===== src/rtl/uart_pkg.sv =====
// Shared UART definitions: receiver state encoding and baud divisor helper.
// Used by both the receiver and the transmitter.
package uart_pkg;

  typedef enum logic [2:0] {
    StIdle,
    StStart,
    StData,
    StStop,
    StDone
  } uart_state_e;

  // Integer divisor; any remainder shows up as a small baud error.
  function automatic int unsigned clks_per_bit(input int unsigned clk_freq,
                                               input int unsigned baud_rate);
    return clk_freq / baud_rate;
  endfunction

endpackage


===== src/rtl/uart_rx_sync.sv =====
// Two-flop synchronizer for the asynchronous serial line.
// Resets to 1 so that the idle line never looks like a start bit.
module uart_rx_sync (
  input  logic clk_i,
  input  logic rst_ni,
  input  logic clr_i,
  input  logic serial_i,
  output logic serial_o
);

  logic [1:0] sync_q, sync_d;

  always_comb begin
    sync_d = {sync_q[0], serial_i};
    if (clr_i) begin
      sync_d = 2'b11;
    end
  end

  always_ff @(posedge clk_i or negedge rst_ni) begin
    if (!rst_ni) begin
      sync_q <= 2'b11;
    end else begin
      sync_q <= sync_d;
    end
  end

  assign serial_o = sync_q[1];

endmodule


===== src/rtl/uart_rx_core.sv =====
// UART receiver: 1 start bit, DATA_BITS data bits LSB first, 1 stop bit, no parity.
// Reports each good frame with a one-cycle rx_done pulse; framing errors set a sticky flag.
module uart_rx_core
  import uart_pkg::*;
#(
  parameter int unsigned BAUD_RATE = 9600,
  parameter int unsigned CLK_FREQ  = 100_000_000,
  parameter int unsigned DATA_BITS = 8
) (
  input  logic                 PCLK,
  input  logic                 PRESETn,
  input  logic                 rx_en,
  input  logic                 rx_rst,
  input  logic                 rx_serial,
  output logic                 rx_done,
  output logic                 rx_busy,
  output logic                 rx_error,
  output logic [DATA_BITS-1:0] rx_data
);

  localparam int unsigned CLKS_PER_BIT = clks_per_bit(CLK_FREQ, BAUD_RATE);
  localparam int unsigned HALF_BIT     = CLKS_PER_BIT / 2;
  localparam int unsigned CNT_W        = (CLKS_PER_BIT > 1) ? $clog2(CLKS_PER_BIT) : 1;
  localparam int unsigned BIT_W        = $clog2(DATA_BITS + 1);

  localparam logic [CNT_W-1:0] BIT_LAST  = CNT_W'(CLKS_PER_BIT - 1);
  localparam logic [CNT_W-1:0] HALF_LAST = CNT_W'(HALF_BIT - 1);
  localparam logic [BIT_W-1:0] DATA_LAST = BIT_W'(DATA_BITS - 1);

  logic rx_sync;

  uart_rx_sync u_sync (
    .clk_i    (PCLK),
    .rst_ni   (PRESETn),
    .clr_i    (rx_rst),
    .serial_i (rx_serial),
    .serial_o (rx_sync)
  );

  uart_state_e          state_q,   state_d;
  logic [CNT_W-1:0]     clk_cnt_q, clk_cnt_d;
  logic [BIT_W-1:0]     bit_cnt_q, bit_cnt_d;
  logic [DATA_BITS-1:0] shift_q,   shift_d;
  logic [DATA_BITS-1:0] data_q,    data_d;
  logic                 done_q,    done_d;
  logic                 busy_q,    busy_d;
  logic                 error_q,   error_d;

  always_comb begin
    state_d   = state_q;
    clk_cnt_d = clk_cnt_q;
    bit_cnt_d = bit_cnt_q;
    shift_d   = shift_q;
    data_d    = data_q;
    error_d   = error_q;
    done_d    = 1'b0;

    unique case (state_q)
      StIdle: begin
        // rx_en only gates new start detection; frames in flight always complete.
        if (rx_en && !rx_sync) begin
          state_d   = StStart;
          clk_cnt_d = '0;
          bit_cnt_d = '0;
        end
      end

      StStart: begin
        if (clk_cnt_q == HALF_LAST) begin
          clk_cnt_d = '0;
          if (!rx_sync) begin
            state_d = StData;
            error_d = 1'b0;
          end else begin
            state_d = StIdle;
          end
        end else begin
          clk_cnt_d = clk_cnt_q + 1'b1;
        end
      end

      StData: begin
        if (clk_cnt_q == BIT_LAST) begin
          clk_cnt_d = '0;
          // Shift in at the MSB so the first bit ends up in position 0.
          shift_d = shift_q >> 1;
          shift_d[DATA_BITS-1] = rx_sync;
          bit_cnt_d = bit_cnt_q + 1'b1;
          if (bit_cnt_q == DATA_LAST) begin
            state_d = StStop;
          end
        end else begin
          clk_cnt_d = clk_cnt_q + 1'b1;
        end
      end

      StStop: begin
        if (clk_cnt_q == BIT_LAST) begin
          clk_cnt_d = '0;
          if (rx_sync) begin
            data_d  = shift_q;
            done_d  = 1'b1;
            state_d = StDone;
          end else begin
            error_d = 1'b1;
            state_d = StIdle;
          end
        end else begin
          clk_cnt_d = clk_cnt_q + 1'b1;
        end
      end

      StDone: begin
        state_d = StIdle;
      end

      default: begin
        state_d = StIdle;
      end
    endcase

    busy_d = (state_d == StStart) || (state_d == StData) || (state_d == StStop);

    // Soft reset overrides everything, including a frame in progress.
    if (rx_rst) begin
      state_d   = StIdle;
      clk_cnt_d = '0;
      bit_cnt_d = '0;
      shift_d   = '0;
      data_d    = '0;
      error_d   = 1'b0;
      done_d    = 1'b0;
      busy_d    = 1'b0;
    end
  end

  always_ff @(posedge PCLK or negedge PRESETn) begin
    if (!PRESETn) begin
      state_q   <= StIdle;
      clk_cnt_q <= '0;
      bit_cnt_q <= '0;
      shift_q   <= '0;
      data_q    <= '0;
      done_q    <= 1'b0;
      busy_q    <= 1'b0;
      error_q   <= 1'b0;
    end else begin
      state_q   <= state_d;
      clk_cnt_q <= clk_cnt_d;
      bit_cnt_q <= bit_cnt_d;
      shift_q   <= shift_d;
      data_q    <= data_d;
      done_q    <= done_d;
      busy_q    <= busy_d;
      error_q   <= error_d;
    end
  end

  assign rx_done  = done_q;
  assign rx_busy  = busy_q;
  assign rx_error = error_q;
  assign rx_data  = data_q;

endmodule


===== config.mk =====
export PLATFORM = sky130hd
export DESIGN_NAME = uart_rx_core
export DESIGN_NICKNAME = d
export VERILOG_FILES = /design/src/rtl/uart_pkg.sv /design/src/rtl/uart_rx_sync.sv /design/src/rtl/uart_rx_core.sv
export SDC_FILE = /design/constraint.sdc
export NUM_CORES = 1
export LEC_CHECK = 0
export BUFFER_PORTS_ARGS = -buffer_cell sky130_fd_sc_hd__buf_2
export CAP_MARGIN = 15
export CORE_MARGIN = 10
export CORE_UTILIZATION = 40
export DETAILED_ROUTE_END_ITERATION = 6
export HOLD_SLACK_MARGIN = 0.05
export PLACE_DENSITY_LB_ADDON = 0.2
export RECOVER_POWER = 50
export SLEW_MARGIN = 20
export SYNTH_ARGS = -nofsm -noshare
export SYNTH_HDL_FRONTEND = slang
export SYNTH_SLANG_ARGS = --single-unit

===== constraint.sdc =====
create_clock -name PCLK -period 2.92 [get_ports PCLK]
set_clock_uncertainty 0.05 [all_clocks]
set_input_delay 0.146 -clock PCLK [delete_from_list [all_inputs] [get_ports PCLK]]
set_output_delay 0.146 -clock PCLK [all_outputs]
set_load 0.03 [all_outputs]

==> out/summary.txt, run 1 <==
LOGIC SYNTHESIS
-----------------------------------------------------------------------------------------
Netlist area before placement                                                    2080 um2
Library cell occupying the most area in the post-synthesis netlist                dfrtp_1
Flops & latches, synth                                                                 42
Prevailing post-synth register cell                                               dfrtp_1
Share of the synthesized area in the top cell type                                  0.480
Post-Syn Instances                                                                    209
Number of enable-type register cells in the synthesized netlist                         0
Net count after synthesis                                                             216
Number of distinct library cells after synthesis                                       37
Proportion of register bits with asynchronous set or reset after synthesis           1.00
Most common cell in the synthesized netlist                                       dfrtp_1
Most instantiated cells after synthesis                                      40 x dfrtp_1, 22 x nand2_1, 17 x a21oi_1, 17 x nand3_1, 11 x a22o_1
Sequential-to-total area share from yosys stat                                      0.506
Leading cell types by total area after synthesis                             dfrtp_1 48%, a22o_1 4.6%, a21oi_1 4.1%, nand3_1 4.1%, nand2_1 4.0%
Number of warnings printed during yosys synthesis                                       0
Syn_area_per_cell                                                                9.97 um2

FLOORPLAN
-----------------------------------------------------------------------------------------
Number of primary I/O pins                                                             16
Die X-Extent                                                                      92.2 um
Placement row count                                                                    26
Starting utilization of the core area                                               0.411
Die height                                                                        92.2 um
Die Outline Area                                                                 8490 um2
Placeable core area                                                              5070 um2

SETUP PATH
-----------------------------------------------------------------------------------------
Combined buffer and inverter count along the critical path                              0
Crit Path Category                                                           flop to flop
Data arrival, critical path                                                       2.67 ns
Cell Chain, Critical Path                                                    ha_1 > or4bb_1 > or4_1 > o2bb2ai_2 > a41oi_1 > a31oi_1
Delay contributed by the slowest stage of the critical path                       0.56 ns
Slowest cell on crit path                                                           or4_1
Cell family with the largest share of critical-path delay                    simple AND/OR/NAND/NOR gates
Kind of start point of the critical path                                             flop
Worst EP required                                                                 3.05 ns
Highest fanout seen on the critical path                                               21
Kind of end point of the critical path                                               flop

STA
-----------------------------------------------------------------------------------------
Transition at the pin with the smallest max-transition slack                     0.934 ns
Endpoints failing hold                                                                  0
Worst hold margin                                                                0.225 ns
Finish-stage setup viols                                                                0
Total count of max-transition violations in the final report                            0
Worst slew margin                                                                   0.378
Final critical path time including I/O delays and setup                           2.55 ns
Highest clock rate                                                                393 MHz
Final worst-path cycle share                                                        0.872
Final total negative setup slack                                                     0 ns
Unrepaired setup endpoints after global routing                                     false

PWR
-----------------------------------------------------------------------------------------
Power density normalized to cell area                                          483 nW/um2
VDD IR-drop max                                                                  0.214 mV
P_leak                                                                           0.947 nW

GRT
-----------------------------------------------------------------------------------------
Largest net degree at the start of global routing                                      43
Wire length of the first global-routing pass                                      7600 um
Vias in the first global route                                                       1639
Global route total overflow                                                             0
Number of antenna violations at the first check in global routing                       0
Overall track demand over capacity in global routing                                0.107

DETAILED ROUTING
-----------------------------------------------------------------------------------------
Average routed wire per standard cell                                             14.4 um
Post-detailed-route count of antenna-violating nets                                     0
Top metal layer carrying routed signals                                              met4
Violation count after the first detailed-routing iteration                             73
Met2 routed wirelength                                                            1800 um
Via count of the routed design                                                       1627
Wire length the detailed router placed on met1                                    2200 um
Post-Route WL                                                                     4250 um
Iteration count of the initial detailed-routing pass                                    4
Vias per std cell                                                                    5.50
DRC violations left                                                                     0
Met3 WL post-DR                                                                    194 um

PLACEMENT
-----------------------------------------------------------------------------------------
Post-placement cell count                                                             286
Placer's final routability congestion estimate                                      0.798
Detailed-placement wirelength estimate                                            2800 um
Port Buf Inserts                                                                       15

FINAL LAYOUT
-----------------------------------------------------------------------------------------
Layout overhead on the synthesized area                                             11.3%
Count of filler cells inserted in the layout                                          515
Proportion of layout cells with a drive suffix above 1                              0.115
Number of antenna diodes                                                                0
Storage element area                                                             1050 um2
Filler-free cell count of the finished design                                         296
Post-Route Utilization                                                              0.457
Final-stage net count                                                                 232
Area of combinational cells with multiple inputs                                  953 um2

CLOCKING
-----------------------------------------------------------------------------------------
Clock transition at path regs                                                     0.09 ns
Post-cts sizing count                                                                   0
Largest buffer count on any clock path                                                  2
Clock tree from TritonCTS                                                           built
Skew-Pair Late Insertion Delay                                                    0.30 ns
CTS root buffer                                                                  clkbuf_8
Number of H-tree branching levels                                                       2
TritonCTS buffer count                                                                  5
# clock sinks                                                                          42

FLOW RUN
-----------------------------------------------------------------------------------------
Max-capacitance violation count                                                         0

WORST HOLD PATH
-----------------------------------------------------------------------------------------
Min-delay worst type                                                         input pin to flop

STATUS
-----------------------------------------------------------------------------------------
Status                                                                       finished, final reports clean

==> layer usage <==
layer | vias up | GRT usage
li1 | 816 | -
met1 | 781 | 0.141
met2 | 24 | 0.159
met3 | 6 | 0.0334
met4 | 0 | 0.0386
met5 | - | 0
==> cell type report <==
cell class                      count  share of cell area
Sequential cell                    42               0.454
Multi-Input combinational cell    150               0.411
Timing Repair Buffer               21              0.0480
Tap cell                           70              0.0378
Clock buffer                        5              0.0297
Clock inverter                      3              0.0108
Inverter                            5             0.00809
==> metrics by stage <==
stage | setup slack (ns) | cell area, um2 | total power [mW]
2_1_floorplan | 0.658 | 2080 | 0.703
3_3_place_gp | 0.397 | 2220 | 0.739
3_5_place_dp | 0.392 | 2220 | 0.739
4_1_cts | 0.371 | 2330 | 1.14
5_1_grt | 0.177 | 2320 | 1.18
6_report | 0.374 | 2320 | 1.12
==> registers in the layout (all words and copies together) (netlist names) <==
register / flops
bit_cnt_q: 4
clk_cnt_q: 14
rx_busy: 1
rx_data: 8
rx_done: 1
rx_error: 1
shift_q: 8
state_q: 3
u_sync.sync_q: 2
==> power by group <==
group | total [mW] | switching (mW) | internal [mW] | leakage (nW)
Sequential | 0.622 | 0.0235 | 0.598 | 0.577
Combinational | 0.106 | 0.0680 | 0.0385 | 0.325
Clock | 0.392 | 0.220 | 0.173 | 0.0447
Total | 1.12 | 0.311 | 0.809 | 0.947
==> cell families (layout without fill, tap and decap cells) <==
| kind of cell | count (synthesis) | in the layout | share of synthesized area |
|---|---|---|---|
| and+or+nand+nor | 84 | 84 | 0.222 |
| AOI/OAI and AO/OA | 63 | 63 | 0.218 |
| DFF | 42 | 42 | 0.506 |
| buffers and inverters | 17 | 34 | 0.0366 |
| adders and majority gates | 2 | 2 | 0.0120 |
| muxes | 1 | 1 | 0.00541 |
==> layout by cell type (no fill, tap or decap), types with 4 or more instances in the layout <==
cell type	Yosys	routed
clkbuf_1	7	11
nor2_1	8	8
a21oi_1	17	17
inv_1	5	5
nand2_1	22	22
dfrtp_1	40	40
nand3_1	17	17
a31oi_1	10	10
clkbuf_8	0	5
buf_2	4	4
o21ai_0	8	8
a22o_1	11	11
nor3_1	7	7
nand2b_1	4	4
buf_4	0	4
a41oi_1	6	6
==> what timing repair did <==
item,in CTS,in global routing
endpoints found under the hold margin,41,0
buffers inserted,0,0
hold buffers,2,0
==> worst paths after layout <==
kind                       cells after the start  slack [ns]          from           end
setup / recovery                               6        0.37  clk_cnt_q[0]  clk_cnt_q[3]
hold / removal                                 2        0.23        rx_rst    shift_q[0]
setup reg to reg                               6        0.37  clk_cnt_q[0]  clk_cnt_q[3]
hold reg to reg                                1        0.46    rx_data[3]    rx_data[3]
max in group asynchronous                      2        1.77       PRESETn      rx_error
min in group asynchronous                      2        0.48       PRESETn       rx_busy
Power figures use the tool's default switching activity.
==> inputs of run 2 (changes only) <==
- clock period: 2.92 -> 2.2 ns (I/O delays scaled with it)
==> out/summary.txt, run 2 (synthesis results as in run 1) <==
STATUS
--------------------------------------------------------------------------------
Status                                                              finished, violations left
Failing checks                                                      negative setup slack

FINAL LAYOUT
--------------------------------------------------------------------------------
Post-Route Utilization                                                     0.525   +0.0683
Most frequent cells in the layout                                   40 x dfrtp_1, 30 x buf_4, 21 x nand2_1
Final-stage net count                                                        263   +13%
Number of antenna diodes                                                       0   unchanged
Layout overhead on the synthesized area                                    27.9%
Largest register by flop count                                         clk_cnt_q
Proportion of layout cells with a drive suffix above 1                     0.276   +0.161
Most common cell after layout, fill and taps aside                       dfrtp_1
Max reg flops                                                                 14   unchanged

DETAILED ROUTING
--------------------------------------------------------------------------------
Post-detailed-route count of antenna-violating nets                            0   unchanged
Average routed wire per standard cell                                    15.4 um   +6.9%
Iteration count of the initial detailed-routing pass                           4   unchanged
Vias per std cell                                                           5.54   +0.70%
Post-Route WL                                                            5030 um   +18%
Via count of the routed design                                              1810   +11%
Violation count after the first detailed-routing iteration                    90   +23%
DRC violations left                                                            0   unchanged

SETUP PATH
--------------------------------------------------------------------------------
Terminus of the critical flop-to-flop path                          clk_cnt_q[13]
Register-to-register path setup slack                                   -0.04 ns   -0.42 ns
Data arrival, critical path                                              2.32 ns   -0.35 ns
Delay contributed by the slowest stage of the critical path              0.64 ns   +0.08 ns
Worst EP required                                                        2.28 ns   -0.77 ns
Start of the worst register-to-register path                        clk_cnt_q[3]
Combined buffer and inverter count along the critical path                     0   unchanged
Destination of the critical timing path                             clk_cnt_q[13]
Cell Chain, Critical Path                                           or4_1 > or4_4 > o2bb2ai_4 > a41oi_1 > a31oi_1
Highest fanout seen on the critical path                                       7   -67%
Slowest cell on crit path                                                  or4_4
FF-to-FF path depth                                                            5   -1
Number of stages on the worst setup path                                       5   -1
Kind of end point of the critical path                                      flop
Kind of start point of the critical path                                    flop
Launching instance or port of the critical path                     clk_cnt_q[3]
Cell family with the largest share of critical-path delay           simple AND/OR/NAND/NOR gates
Crit Path Category                                                  flop to flop

GRT
--------------------------------------------------------------------------------
Overall track demand over capacity in global routing                       0.125   +0.0185
Number of antenna violations at the first check in global routing              0   unchanged
Largest net degree at the start of global routing                             43   unchanged
Vias in the first global route                                              1690   +3.1%
Wire length of the first global-routing pass                             8620 um   +13%
Global route total overflow                                                    0   unchanged

FLOORPLAN
--------------------------------------------------------------------------------
Die height                                                               92.2 um   unchanged
Die X-Extent                                                             92.2 um   unchanged
Placeable core area                                                     5070 um2   unchanged
Placement row count                                                           26   unchanged
Starting utilization of the core area                                      0.411   unchanged
Number of primary I/O pins                                                    16   unchanged
Die Outline Area                                                        8490 um2   unchanged

WORST HOLD PATH
--------------------------------------------------------------------------------
Min-delay worst type                                                input pin to flop
Startpoint of the lowest-slack hold path                                  rx_rst

CLOCKING
--------------------------------------------------------------------------------
TritonCTS buffer count                                                         5   unchanged
Skew-Pair Late Insertion Delay                                           0.30 ns   about the same
Number of H-tree branching levels                                              2   unchanged
Largest buffer count on any clock path                                         2   unchanged
Clock transition at path regs                                            0.09 ns   about the same
Clock tree from TritonCTS                                                  built
CTS root buffer                                                         clkbuf_8
# clock sinks                                                                 42   unchanged

STA
--------------------------------------------------------------------------------
Worst slew margin                                                          0.242   -0.136
Final setup margin                                                    -0.0444 ns   -0.418 ns
Endpoints failing hold                                                         0   unchanged
Final worst-path cycle share                                                1.02   +0.148
Total count of max-transition violations in the final report                   0   unchanged
Highest clock rate                                                       446 MHz   +13%
Unrepaired setup endpoints after global routing                             true
Transition at the pin with the smallest max-transition slack             1.13 ns   +0.201 ns
Finish-stage setup viols                                                      10   +10
Final critical path time including I/O delays and setup                  2.24 ns   -0.302 ns

PLACEMENT
--------------------------------------------------------------------------------
Worst setup slack after placement                                      -0.176 ns   -0.568 ns
Detailed-placement wirelength estimate                                   3200 um   +14%
Port Buf Inserts                                                              15   unchanged
Placer's final routability congestion estimate                             0.800   +0.25%

PWR
--------------------------------------------------------------------------------
Overall power consumption                                                1.53 mW   +37%
P_leak                                                                   1.12 nW   +18%
VDD IR-drop max                                                         0.264 mV   +24%
Power density normalized to cell area                                 575 nW/um2   +19%

FLOW RUN
--------------------------------------------------------------------------------
Max-capacitance violation count                                                0   unchanged

## run 2: what timing repair did
action                                  CTS  global route
gates resized for setup                   9            12
cloned                                    2             0
setup buffers                             2             1
pin swaps                                 4             2
hold buffers                              2             0
endpoints found under the hold margin    41             0
endpoints found under the setup margin   24            35
## run 2: worst reg2reg max path: cells and delay by family, from the launching register on
kind | cells | cell delay (ns)
compound gates | 3 | 0.50
flops | 1 | 0.38
simple gates | 2 | 1.16
## run 2: power breakdown
group / switching (mW) / internal (mW) / leakage [nW]
Sequential: 0.0156 / 0.794 / 0.577
Clock: 0.284 / 0.223 / 0.0441
Combinational: 0.130 / 0.0858 / 0.498
Total: 0.430 / 1.10 / 1.12
## run 2: area by class of cell
cell class	count	area, um2
fill	469	2410
sequential	42	1050
tap	70	87.6
clock buffer	5	68.8
clock inverter	3	21.3
multi-input combinational	152	1070
timing repair buffer	50	340
inverter	5	18.8
## run 2: per-stage QoR
| stage | area, um2 | hold WS (ns) | TNS (ns) | std cells |
|---|---|---|---|---|
| 2_1_floorplan | 2110 | -0.236 | -0.261 | 209 |
| 3_3_place_gp | 2430 | 0.250 | -1.40 | 312 |
| 3_5_place_dp | 2430 | 0.255 | -1.72 | 312 |
| 4_1_cts | 2630 | 0.238 | -0.172 | 326 |
| 5_1_grt | 2670 | 0.266 | -1.17 | 327 |
| 6_report | 2670 | 0.247 | -0.216 | 327 |
## run 2: worst min-delay path by stage
| stage | cells after the start | slack (ns) | end |
|---|---|---|---|
| 6_report | 2 | 0.25 | shift_q[1] |
| 5_1_grt | 2 | 0.27 | shift_q[6] |
| 4_1_cts | 2 | 0.24 | shift_q[1] |
| 3_5_place_dp | 2 | 0.25 | u_sync.sync_q[0] |
| 3_3_place_gp | 2 | 0.25 | u_sync.sync_q[0] |
| 2_1_floorplan | 0 | -0.24 | bit_cnt_q[0] |
## run 2: per-layer routing
metal | GRT usage | up-vias | share of wire
li1 | - | 880 | -
met5 | 0 | - | 0
met3 | 0.0375 | 5 | 0.062
met4 | 0.0476 | 0 | 0.014
met1 | 0.170 | 873 | 0.48
met2 | 0.182 | 52 | 0.44
